==> config.mk <==
export PLATFORM = sky130hd
export DESIGN_NAME = apb_master_mc_flat
export DESIGN_NICKNAME = d
export VERILOG_FILES = /design/src/rtl/apb_master_mc_if.sv /design/src/rtl/apb_master_mc.sv /design/src/flat_wrapper.sv
export SDC_FILE = /design/constraint.sdc
export NUM_CORES = 1
export LEC_CHECK = 0
export CORE_MARGIN = 2
export CORE_UTILIZATION = 36
export CTS_BUF_LIST = sky130_fd_sc_hd__clkbuf_8
export DETAILED_ROUTE_END_ITERATION = 8
export MAX_ROUTING_LAYER = met4
export PLACE_DENSITY = 0.8
export SLEW_MARGIN = 20
export SYNTH_ARGS = -nofsm -noshare
export SYNTH_HDL_FRONTEND = slang
export SYNTH_SLANG_ARGS = --single-unit
==> constraint.sdc <==
create_clock -name pclk -period 1.5 [get_ports pclk]
set_clock_uncertainty 0.2 [all_clocks]
set_input_delay 0.3 -clock pclk [delete_from_list [all_inputs] [get_ports pclk]]
set_output_delay 0.3 -clock pclk [all_outputs]
set_load 0.03 [all_outputs]
==> src/rtl/apb_master_mc_if.sv <==
// apb_master_mc_if: request/response port plus APB4 bus signals of the
// multi-slave APB master, bundled so the master and its environment share
// one declaration. The master modport is the DUT view; the slave modport is
// the view of whatever drives requests and models the APB slave fabric.
interface apb_master_mc_if #(
    parameter int ADDR_W     = 8,
    parameter int DATA_W     = 8,
    parameter int NUM_SLAVES = 2
);
    localparam int STRB_W = DATA_W / 8;

    // Request port
    logic                  req_valid;
    logic                  req_ready;
    logic                  req_write;
    logic [ADDR_W-1:0]     req_addr;
    logic [DATA_W-1:0]     req_wdata;
    logic [STRB_W-1:0]     req_strb;

    // Response port
    logic                  rsp_valid;
    logic [DATA_W-1:0]     rsp_rdata;
    logic                  rsp_err;
    logic                  rsp_timeout;

    // APB4 bus
    logic [NUM_SLAVES-1:0] psel;
    logic                  penable;
    logic                  pwrite;
    logic [ADDR_W-1:0]     paddr;
    logic [DATA_W-1:0]     pwdata;
    logic [STRB_W-1:0]     pstrb;
    logic                  pready;
    logic                  pslverr;
    logic [DATA_W-1:0]     prdata;

    modport master (
        input  req_valid, req_write, req_addr, req_wdata, req_strb,
        output req_ready,
        output rsp_valid, rsp_rdata, rsp_err, rsp_timeout,
        output psel, penable, pwrite, paddr, pwdata, pstrb,
        input  pready, pslverr, prdata
    );

    modport slave (
        output req_valid, req_write, req_addr, req_wdata, req_strb,
        input  req_ready,
        input  rsp_valid, rsp_rdata, rsp_err, rsp_timeout,
        input  psel, penable, pwrite, paddr, pwdata, pstrb,
        output pready, pslverr, prdata
    );
endinterface

==> src/rtl/apb_master_mc.sv <==
// apb_master_mc: parametrised multi-slave APB4 master.
// Takes single read/write commands on a valid/ready port, runs the
// IDLE-SETUP-ENABLE sequence with unlimited wait states, decodes the slave
// from the top address bits and returns one registered response per command.
// A new command may be accepted in the completing ENABLE cycle, giving
// back-to-back transfers with no IDLE cycle in between.
// Optional feature: define APB_MC_TIMEOUT_EN to abort an ENABLE phase after
// TIMEOUT_CYCLES wait cycles with a timeout error response.
module apb_master_mc #(
    parameter int ADDR_W         = 8,
    parameter int DATA_W         = 8,
    parameter int NUM_SLAVES     = 2,
    parameter int TIMEOUT_CYCLES = 255
) (
    input  logic            pclk,
    input  logic            presetn,
    apb_master_mc_if.master bus
);
    localparam int SEL_W  = (NUM_SLAVES > 2) ? $clog2(NUM_SLAVES) : 1;
    localparam int STRB_W = DATA_W / 8;
    localparam logic [SEL_W:0] NSLV = (SEL_W + 1)'(NUM_SLAVES);

    typedef enum logic [1:0] {
        ST_IDLE   = 2'd0,
        ST_SETUP  = 2'd1,
        ST_ENABLE = 2'd2,
        ST_ERR    = 2'd3
    } state_t;

    state_t                state_q;
    logic [NUM_SLAVES-1:0] psel_q;
    logic                  penable_q;
    logic                  pwrite_q;
    logic [ADDR_W-1:0]     paddr_q;
    logic [DATA_W-1:0]     pwdata_q;
    logic [STRB_W-1:0]     pstrb_q;
    logic                  rsp_valid_q;
    logic                  rsp_err_q;
    logic [DATA_W-1:0]     rsp_rdata_q;

    // Decoded view of the command currently offered on the request port
    logic [SEL_W-1:0]      idx_d;
    logic                  dec_err_d;
    logic [NUM_SLAVES-1:0] psel_d;
    logic                  pwrite_d;
    logic [ADDR_W-1:0]     paddr_d;
    logic [DATA_W-1:0]     pwdata_d;
    logic [STRB_W-1:0]     pstrb_d;
    logic                  accept_d;

`ifdef APB_MC_TIMEOUT_EN
    localparam int TO_W = (TIMEOUT_CYCLES > 1) ? $clog2(TIMEOUT_CYCLES) : 1;
    localparam logic [TO_W-1:0] TO_LAST = TO_W'(TIMEOUT_CYCLES - 1);

    logic [TO_W-1:0] wcnt_q;
    logic            rsp_to_q;

    assign bus.rsp_timeout = rsp_to_q;
`else
    assign bus.rsp_timeout = 1'b0;
`endif

    // Slave decode and bus values to load on acceptance; a decode error or a
    // read loads zeros so the bus shows nothing undefined in ERR or on reads.
    always_comb begin
        idx_d = '0;
        if (NUM_SLAVES > 1) begin
            idx_d = bus.req_addr[ADDR_W-1 -: SEL_W];
        end
        dec_err_d = ({1'b0, idx_d} >= NSLV);
        psel_d    = dec_err_d ? '0 : (NUM_SLAVES'(1) << idx_d);
        pwrite_d  = bus.req_write & ~dec_err_d;
        paddr_d   = dec_err_d ? '0 : bus.req_addr;
        pwdata_d  = pwrite_d ? bus.req_wdata : '0;
        pstrb_d   = pwrite_d ? bus.req_strb : '0;
    end

    // A command is taken only when the master is idle or finishing a transfer
    assign bus.req_ready = (state_q == ST_IDLE) | ((state_q == ST_ENABLE) & bus.pready);
    assign accept_d      = bus.req_valid & bus.req_ready;

    assign bus.psel      = psel_q;
    assign bus.penable   = penable_q;
    assign bus.pwrite    = pwrite_q;
    assign bus.paddr     = paddr_q;
    assign bus.pwdata    = pwdata_q;
    assign bus.pstrb     = pstrb_q;
    assign bus.rsp_valid = rsp_valid_q;
    assign bus.rsp_err   = rsp_err_q;
    assign bus.rsp_rdata = rsp_rdata_q;

    // Transfer FSM with registered bus outputs and registered response pulse
    always_ff @(posedge pclk or negedge presetn) begin
        if (!presetn) begin
            state_q     <= ST_IDLE;
            psel_q      <= '0;
            penable_q   <= 1'b0;
            pwrite_q    <= 1'b0;
            paddr_q     <= '0;
            pwdata_q    <= '0;
            pstrb_q     <= '0;
            rsp_valid_q <= 1'b0;
            rsp_err_q   <= 1'b0;
            rsp_rdata_q <= '0;
`ifdef APB_MC_TIMEOUT_EN
            wcnt_q      <= '0;
            rsp_to_q    <= 1'b0;
`endif
        end else begin
            rsp_valid_q <= 1'b0;
            rsp_err_q   <= 1'b0;
            rsp_rdata_q <= '0;
`ifdef APB_MC_TIMEOUT_EN
            rsp_to_q    <= 1'b0;
`endif
            case (state_q)
                ST_IDLE: begin
                    state_q <= ST_IDLE;
                end
                ST_SETUP: begin
                    penable_q <= 1'b1;
                    state_q   <= ST_ENABLE;
`ifdef APB_MC_TIMEOUT_EN
                    wcnt_q    <= '0;
`endif
                end
                ST_ENABLE: begin
                    if (bus.pready) begin
                        rsp_valid_q <= 1'b1;
                        rsp_err_q   <= bus.pslverr;
                        rsp_rdata_q <= pwrite_q ? '0 : bus.prdata;
                        state_q     <= ST_IDLE;
                        psel_q      <= '0;
                        penable_q   <= 1'b0;
                        pwrite_q    <= 1'b0;
                        paddr_q     <= '0;
                        pwdata_q    <= '0;
                        pstrb_q     <= '0;
                    end
`ifdef APB_MC_TIMEOUT_EN
                    else if (wcnt_q == TO_LAST) begin
                        rsp_valid_q <= 1'b1;
                        rsp_err_q   <= 1'b1;
                        rsp_to_q    <= 1'b1;
                        state_q     <= ST_IDLE;
                        psel_q      <= '0;
                        penable_q   <= 1'b0;
                        pwrite_q    <= 1'b0;
                        paddr_q     <= '0;
                        pwdata_q    <= '0;
                        pstrb_q     <= '0;
                    end else begin
                        wcnt_q <= wcnt_q + TO_W'(1);
                    end
`endif
                end
                ST_ERR: begin
                    rsp_valid_q <= 1'b1;
                    rsp_err_q   <= 1'b1;
                    state_q     <= ST_IDLE;
                end
                default: begin
                    state_q <= ST_IDLE;
                end
            endcase

            // Acceptance (from IDLE or a completing ENABLE) overrides the
            // return to IDLE and loads the next transfer.
            if (accept_d) begin
                state_q   <= dec_err_d ? ST_ERR : ST_SETUP;
                psel_q    <= psel_d;
                penable_q <= 1'b0;
                pwrite_q  <= pwrite_d;
                paddr_q   <= paddr_d;
                pwdata_q  <= pwdata_d;
                pstrb_q   <= pstrb_d;
            end
        end
    end
endmodule

==> src/flat_wrapper.sv <==
// flat-port wrapper written by rule: the top's interface ports become plain ports
module apb_master_mc_flat 
#(
    parameter int ADDR_W         = 8,
    parameter int DATA_W         = 8,
    parameter int NUM_SLAVES     = 2,
    parameter int TIMEOUT_CYCLES = 255
)
  (pclk, presetn, bus_req_valid, bus_req_write, bus_req_addr, bus_req_wdata, bus_req_strb, bus_req_ready, bus_rsp_valid, bus_rsp_rdata, bus_rsp_err, bus_rsp_timeout, bus_psel, bus_penable, bus_pwrite, bus_paddr, bus_pwdata, bus_pstrb, bus_pready, bus_pslverr, bus_prdata);
  apb_master_mc_if #(.ADDR_W(ADDR_W), .DATA_W(DATA_W), .NUM_SLAVES(NUM_SLAVES)) bus_i ();
  input  logic pclk;
  input  logic presetn;
  input wire logic [$bits(bus_i.req_valid)-1:0] bus_req_valid;
  input wire logic [$bits(bus_i.req_write)-1:0] bus_req_write;
  input wire logic [$bits(bus_i.req_addr)-1:0] bus_req_addr;
  input wire logic [$bits(bus_i.req_wdata)-1:0] bus_req_wdata;
  input wire logic [$bits(bus_i.req_strb)-1:0] bus_req_strb;
  output wire logic [$bits(bus_i.req_ready)-1:0] bus_req_ready;
  output wire logic [$bits(bus_i.rsp_valid)-1:0] bus_rsp_valid;
  output wire logic [$bits(bus_i.rsp_rdata)-1:0] bus_rsp_rdata;
  output wire logic [$bits(bus_i.rsp_err)-1:0] bus_rsp_err;
  output wire logic [$bits(bus_i.rsp_timeout)-1:0] bus_rsp_timeout;
  output wire logic [$bits(bus_i.psel)-1:0] bus_psel;
  output wire logic [$bits(bus_i.penable)-1:0] bus_penable;
  output wire logic [$bits(bus_i.pwrite)-1:0] bus_pwrite;
  output wire logic [$bits(bus_i.paddr)-1:0] bus_paddr;
  output wire logic [$bits(bus_i.pwdata)-1:0] bus_pwdata;
  output wire logic [$bits(bus_i.pstrb)-1:0] bus_pstrb;
  input wire logic [$bits(bus_i.pready)-1:0] bus_pready;
  input wire logic [$bits(bus_i.pslverr)-1:0] bus_pslverr;
  input wire logic [$bits(bus_i.prdata)-1:0] bus_prdata;
  assign bus_i.req_valid = bus_req_valid;
  assign bus_i.req_write = bus_req_write;
  assign bus_i.req_addr = bus_req_addr;
  assign bus_i.req_wdata = bus_req_wdata;
  assign bus_i.req_strb = bus_req_strb;
  assign bus_req_ready = bus_i.req_ready;
  assign bus_rsp_valid = bus_i.rsp_valid;
  assign bus_rsp_rdata = bus_i.rsp_rdata;
  assign bus_rsp_err = bus_i.rsp_err;
  assign bus_rsp_timeout = bus_i.rsp_timeout;
  assign bus_psel = bus_i.psel;
  assign bus_penable = bus_i.penable;
  assign bus_pwrite = bus_i.pwrite;
  assign bus_paddr = bus_i.paddr;
  assign bus_pwdata = bus_i.pwdata;
  assign bus_pstrb = bus_i.pstrb;
  assign bus_i.pready = bus_pready;
  assign bus_i.pslverr = bus_pslverr;
  assign bus_i.prdata = bus_prdata;
  apb_master_mc #(.ADDR_W(ADDR_W), .DATA_W(DATA_W), .NUM_SLAVES(NUM_SLAVES), .TIMEOUT_CYCLES(TIMEOUT_CYCLES)) u_core (.pclk(pclk), .presetn(presetn), .bus(bus_i));
endmodule
==> results.cfg, run 1 <==
[outcome]
status = finished, violations left
violations = negative setup slack

[clocking]
cts_sinks = 32
cts_root_buf = clkbuf_8
clk_path_buf_depth = 2
insertion_delay_ps = 280
cts_buffers = 5
cts_tree = built
path_clk_slew_ps = 70
cts-hold-fix-buffers = 0
cts-htree-levels = 2

[worst_hold_path]
min_path_type = primary input to async pin

[grt]
grt.busiest_layer = met2
grt_max_degree = 33
grt_pass1_vias = 1104
use_met2 = 0.3306
grt_usage = 0.1966
grt_overflow_total = 0
use_met1 = 0.2074
met3_usage = 0.07928
grt_first_pass_wirelength_mm = 5.595
antenna_found_initial = 0

[critical_path]
path_buf_inv = 2
r2r-start = u_core.state_q[1]
r2r_end = u_core.state_q[1]
r2r_slack_ps = -240
path_cells = inv_2 -> ha_4 -> a21o_4 -> buf_6
cp.required_ps = 1000
critPathCapture = bus_req_ready
critPathLaunch = u_core.state_q[1]
crit_arrival_ps = 1270
start_kind = flop
cp_num_cells = 4
cp_max_fo = 3
cp_top_family = flip-flops
critPathKind = flop to output port
rr_worst_depth = 7
critPathSlowestCell = dfrtp_1
critPathCaptureType = output port
cpPeakStageDelay_ps = 430

[yosys]
yosys_warnings = 0
ys_types = 21
synth_area_leader_cell = dfrtp_1
synth.area.top_cells = dfrtp_1 65%, a22o_1 11%, and2_1 4.0%, ha_1 4.0%, buf_6 2.7%
avgSynthCellArea_um2 = 13.79
synth_area_um2 = 1241
syn-num-nets = 125
ys_ff_latch = 32
synthCells = 90
synth_top_area_share = 0.6452
synth-seq-area-share = 0.6452

[timing]
worst_slack_ps = -272.0
hold_viol_final = 0
max_freq_mhz = 564.3
rsz0062_at_grt = yes
slew_viol_final = 0
setup_tns_ps = -4106
finalCritPeriodShare = 1.181
min_period_ps = 1772
setup_viol = 23

[final_layout]
fin_util = 0.6308
drive_above_1_share = 0.4211
num-nets-final = 206
area_growth_pct = 68.25
diodes = 0

[floorplan]
dieHeight_um = 62.72
die_w_um = 62.72
fp.coreArea_um2 = 3311
io_pins = 64
row_count = 21
start_util = 0.3749
die_area_um2 = 3933

[route]
remaining_drc_errors = 0
drtPass1Iterations = 4
viasPerCell = 4.862
antenna_left = 0
wl_mm = 3.439
drt_iter0_drc = 48
post_drt_wl_per_cell_um = 15.85
vias = 1055

[power]
p_per_area_nw_per_um2 = 2160
leakage_nw = 1.040
ir_drop_mv = 0.5556

[place]
dp_hpwl_mm = 2.265
routabilityCongestion = 0.7848
io_buffers = 62

[flow_run]
max_cap_violations = 0
-- report_power, final --
| part | switching [mW] | leakage [nW] | internal (mW) |
|---|---|---|---|
| sequential | 0.195 | 0.419 | 1.18 |
| combinational | 1.34 | 0.576 | 1.19 |
| clock | 0.293 | 0.0452 | 0.308 |
| total | 1.83 | 1.04 | 2.68 |
-- synthesized netlist by cell type (all sizes together) --
library cell  number
nor2               2
a32o               1
buf                5
inv                3
nor2b              1
conb               1
a22oi              1
ha                 4
nand2b             1
a31o               2
a21o               2
a22o              16
o21ai              1
mux2               1
nand2              5
and2               9
a21oi              1
and3               2
dfrtp             32
-- kinds of logic after synthesis --
family | synth area share
other | 0.003021
AOI/OAI and AO/OA | 0.1653
adders and majority gates | 0.04032
and+or+nand+nor | 0.08872
buffers and inverters | 0.04838
muxes | 0.009072
DFF | 0.6452
-- sequential cells by signal, summed over array words and instances, names as in the netlist --
name                  flops
u_core.bus.pwdata         8
u_core.bus.rsp_valid      1
u_core.bus.rsp_err        1
u_core.bus.pwrite         1
u_core.bus.penable        1
u_core.state_q            2
u_core.bus.rsp_rdata      8
u_core.bus.psel           1
u_core.bus.paddr          8
u_core.bus.pstrb          1
-- stage by stage --
step / power [mW] / setup WS, ps / cell area, um2 / hold WS [ps] / cells
2_1_floorplan: 2.724 / -162.1 / 1269 / -195.6 / 90
3_3_place_gp: 3.522 / -284.7 / 1916 / 271.0 / 201
3_5_place_dp: 3.598 / -319.7 / 1916 / 290.8 / 201
4_1_cts: 4.412 / -262.2 / 2072 / 187.5 / 214
5_1_grt: 4.746 / -319.0 / 2088 / 210.2 / 217
6_report: 4.510 / -272.0 / 2088 / 188.8 / 217
-- layer usage --
| metal | up-vias | part of all wire | wire [um] |
|---|---|---|---|
| li1 | 476 | - | - |
| met1 | 522 | 0.40 | 1385 |
| met2 | 50 | 0.50 | 1734 |
| met3 | 7 | 0.076 | 263 |
| met4 | 0 | 0.016 | 56 |
| met5 | - | 0 | 0 |
-- placed cells by master, fill, tap and decap left out, drive strengths merged, types with 2 or more instances in the layout --
cell type	Yosys	layout
and2	9	10
ha	4	4
and3	2	3
dfrtp	32	32
clkbuf	0	10
a31o	2	2
nor2	2	2
nand2	5	5
clkdlybuf4s50	0	30
buf	5	42
a22o	16	16
a21o	2	2
inv	3	4
-- layout make-up --
class                           instances  area [um2]
Fill cell                             274        1222
Sequential cell                        32       800.8
Timing Repair Buffer                   77       676.9
Multi-Input combinational cell         52       464.2
Clock buffer                            5       68.82
Tap cell                               46       57.56
Inverter                                3       11.26
Clock inverter                          2       8.758
-- how the worst min path moves through the flow --
stage | startpoint | end | cells after the start
detailed placement | u_core.bus.psel[0] | u_core.bus.psel[0] | 2
floorplan | presetn | u_core.bus.paddr[0] | 0
finish | presetn | u_core.bus.rsp_err | 2
global placement | u_core.bus.psel[0] | u_core.bus.psel[0] | 2
CTS | presetn | u_core.bus.paddr[1] | 2
global route | presetn | u_core.bus.rsp_err | 2
-- timing repair --
item / in CTS / in global routing
gates cloned: 2 / 0
gates resized for setup: 19 / 11
pin swaps: 11 / 3
setup endpoints to repair: 34 / 36
setup buffers: 4 / 3
Note: power is estimated with default switching activity, not from simulation.
==> inputs of run 2 (changes only) <==
Settings changed: CAP_MARGIN set to 10, SKIP_LAST_GASP set to 1.
==> results.cfg, run 2 (synthesized netlist as in run 1, its figures left out) <==
[outcome]
status = finished, violations left
violations = negative setup slack

[route]
drtPass1Iterations = 4
vias = 1055
viasPerCell = 4.862
post_drt_wl_per_cell_um = 15.56
drt_iter0_drc = 42
wl_mm = 3.377
remaining_drc_errors = 0
antenna_left = 0

[grt]
grt_overflow_total = 0
grt_max_degree = 33
antenna_found_initial = 0
grt_usage = 0.1902
grt_first_pass_wirelength_mm = 5.437
grt_pass1_vias = 1086

[clocking]
cts_buffers = 5
cts-htree-levels = 2
cts-hold-fix-buffers = 0
cts_root_buf = clkbuf_8
cts_tree = built
clk_path_buf_depth = 2
path_clk_slew_ps = 70
cts_sinks = 32
insertion_delay_ps = 280

[final_layout]
mostFrequentLayoutCells = 36 x buf_4, 32 x dfrtp_1, 30 x clkdlybuf4s50_1
fin_util = 0.6334
final_common_cell = buf_4
drive_above_1_share = 0.4211
diodes = 0
num-nets-final = 206
area_growth_pct = 68.95

[timing]
hold_viol_final = 0
worst_slack_ps = -254.0
setup_tns_ps = -3805
setup_viol = 24
finalCritPeriodShare = 1.169
rsz0062_at_grt = yes
min_period_ps = 1754
slew_viol_final = 0
max_freq_mhz = 570.1

[power]
finalPower_mw = 4.507
p_per_area_nw_per_um2 = 2149
leakage_nw = 1.049
ir_drop_mv = 0.5634

[critical_path]
critPathCaptureType = output port
critPathKind = flop to output port
cp_max_fo = 3
crit_arrival_ps = 1250
start_kind = flop
cp.required_ps = 1000

[floorplan]
die_area_um2 = 3933
fp.coreArea_um2 = 3311
start_util = 0.3749
dieHeight_um = 62.72
io_pins = 64
row_count = 21
die_w_um = 62.72

[worst_hold_path]
min_path_type = primary input to async pin

[place]
io_buffers = 62
dp_hpwl_mm = 2.265
routabilityCongestion = 0.7848

[flow_run]
max_cap_violations = 0
## run 2: per-stage QoR
stage                     cells  hold WS, ps  setup slack [ps]  instance area (um2)
after floorplan              90       -195.6            -162.1                 1269
after global placement      201        271.0            -284.7                 1916
after detailed placement    201        290.8            -319.7                 1916
after CTS                   214        187.5            -262.2                 2069
after global routing        217        210.2            -301.7                 2097
final                       217        189.3            -254.0                 2097
## run 2: metal layers
metal | up-vias | global-route usage | routed length (um)
met5 | - | - | 0
met4 | 0 | 0.07500 | 56
met3 | 7 | 0.07928 | 277
met2 | 50 | 0.3105 | 1701
met1 | 523 | 0.2062 | 1341
li1 | 475 | - | -
## run 2: critical path: stages (launching register included)
cell and delay [ps]:
dfrtp_1 430, inv_2 80, ha_4 160, a21o_4 180
buf_6 130
## run 2: cell type report
class                           instances  area [um2]
Fill cell                             271        1214
Sequential cell                        32       800.8
Timing Repair Buffer                   77       680.7
Multi-Input combinational cell         52       469.2
Clock buffer                            5       68.82
Tap cell                               46       57.56
Inverter                                3       11.26
Clock inverter                          2       8.758
## run 2: path summary, 6_finish.rpt
kind / slack (ps) / endpoint / start / depth (start not counted)
max: -250 / bus_req_ready / u_core.state_q[1] / 4
min: 190 / u_core.bus.rsp_err / presetn / 2
max reg2reg: -230 / u_core.state_q[1] / u_core.state_q[1] / 7
min reg2reg: 310 / u_core.bus.pwdata[0] / u_core.bus.pwdata[0] / 1
max in group asynchronous: 740 / u_core.bus.pwdata[1] / presetn / 2
min in group pclk: 310 / u_core.bus.pwdata[0] / u_core.bus.pwdata[0] / 1
## run 2: what timing repair did
| action | 4_1_cts | 5_1_grt |
|---|---|---|
| endpoints found under the setup margin | 34 | 36 |
| gates resized for setup | 18 | 14 |
| buffers inserted | 4 | 3 |
| cloned | 2 | 0 |
| pin swaps | 11 | 4 |
## run 2: power by group
part | leakage (nW) | switching, mW | internal, mW | total (mW)
combinational | 0.585 | 1.34 | 1.19 | 2.53
clock | 0.0452 | 0.293 | 0.308 | 0.601
sequential | 0.419 | 0.195 | 1.18 | 1.37
total | 1.05 | 1.83 | 2.68 | 4.51
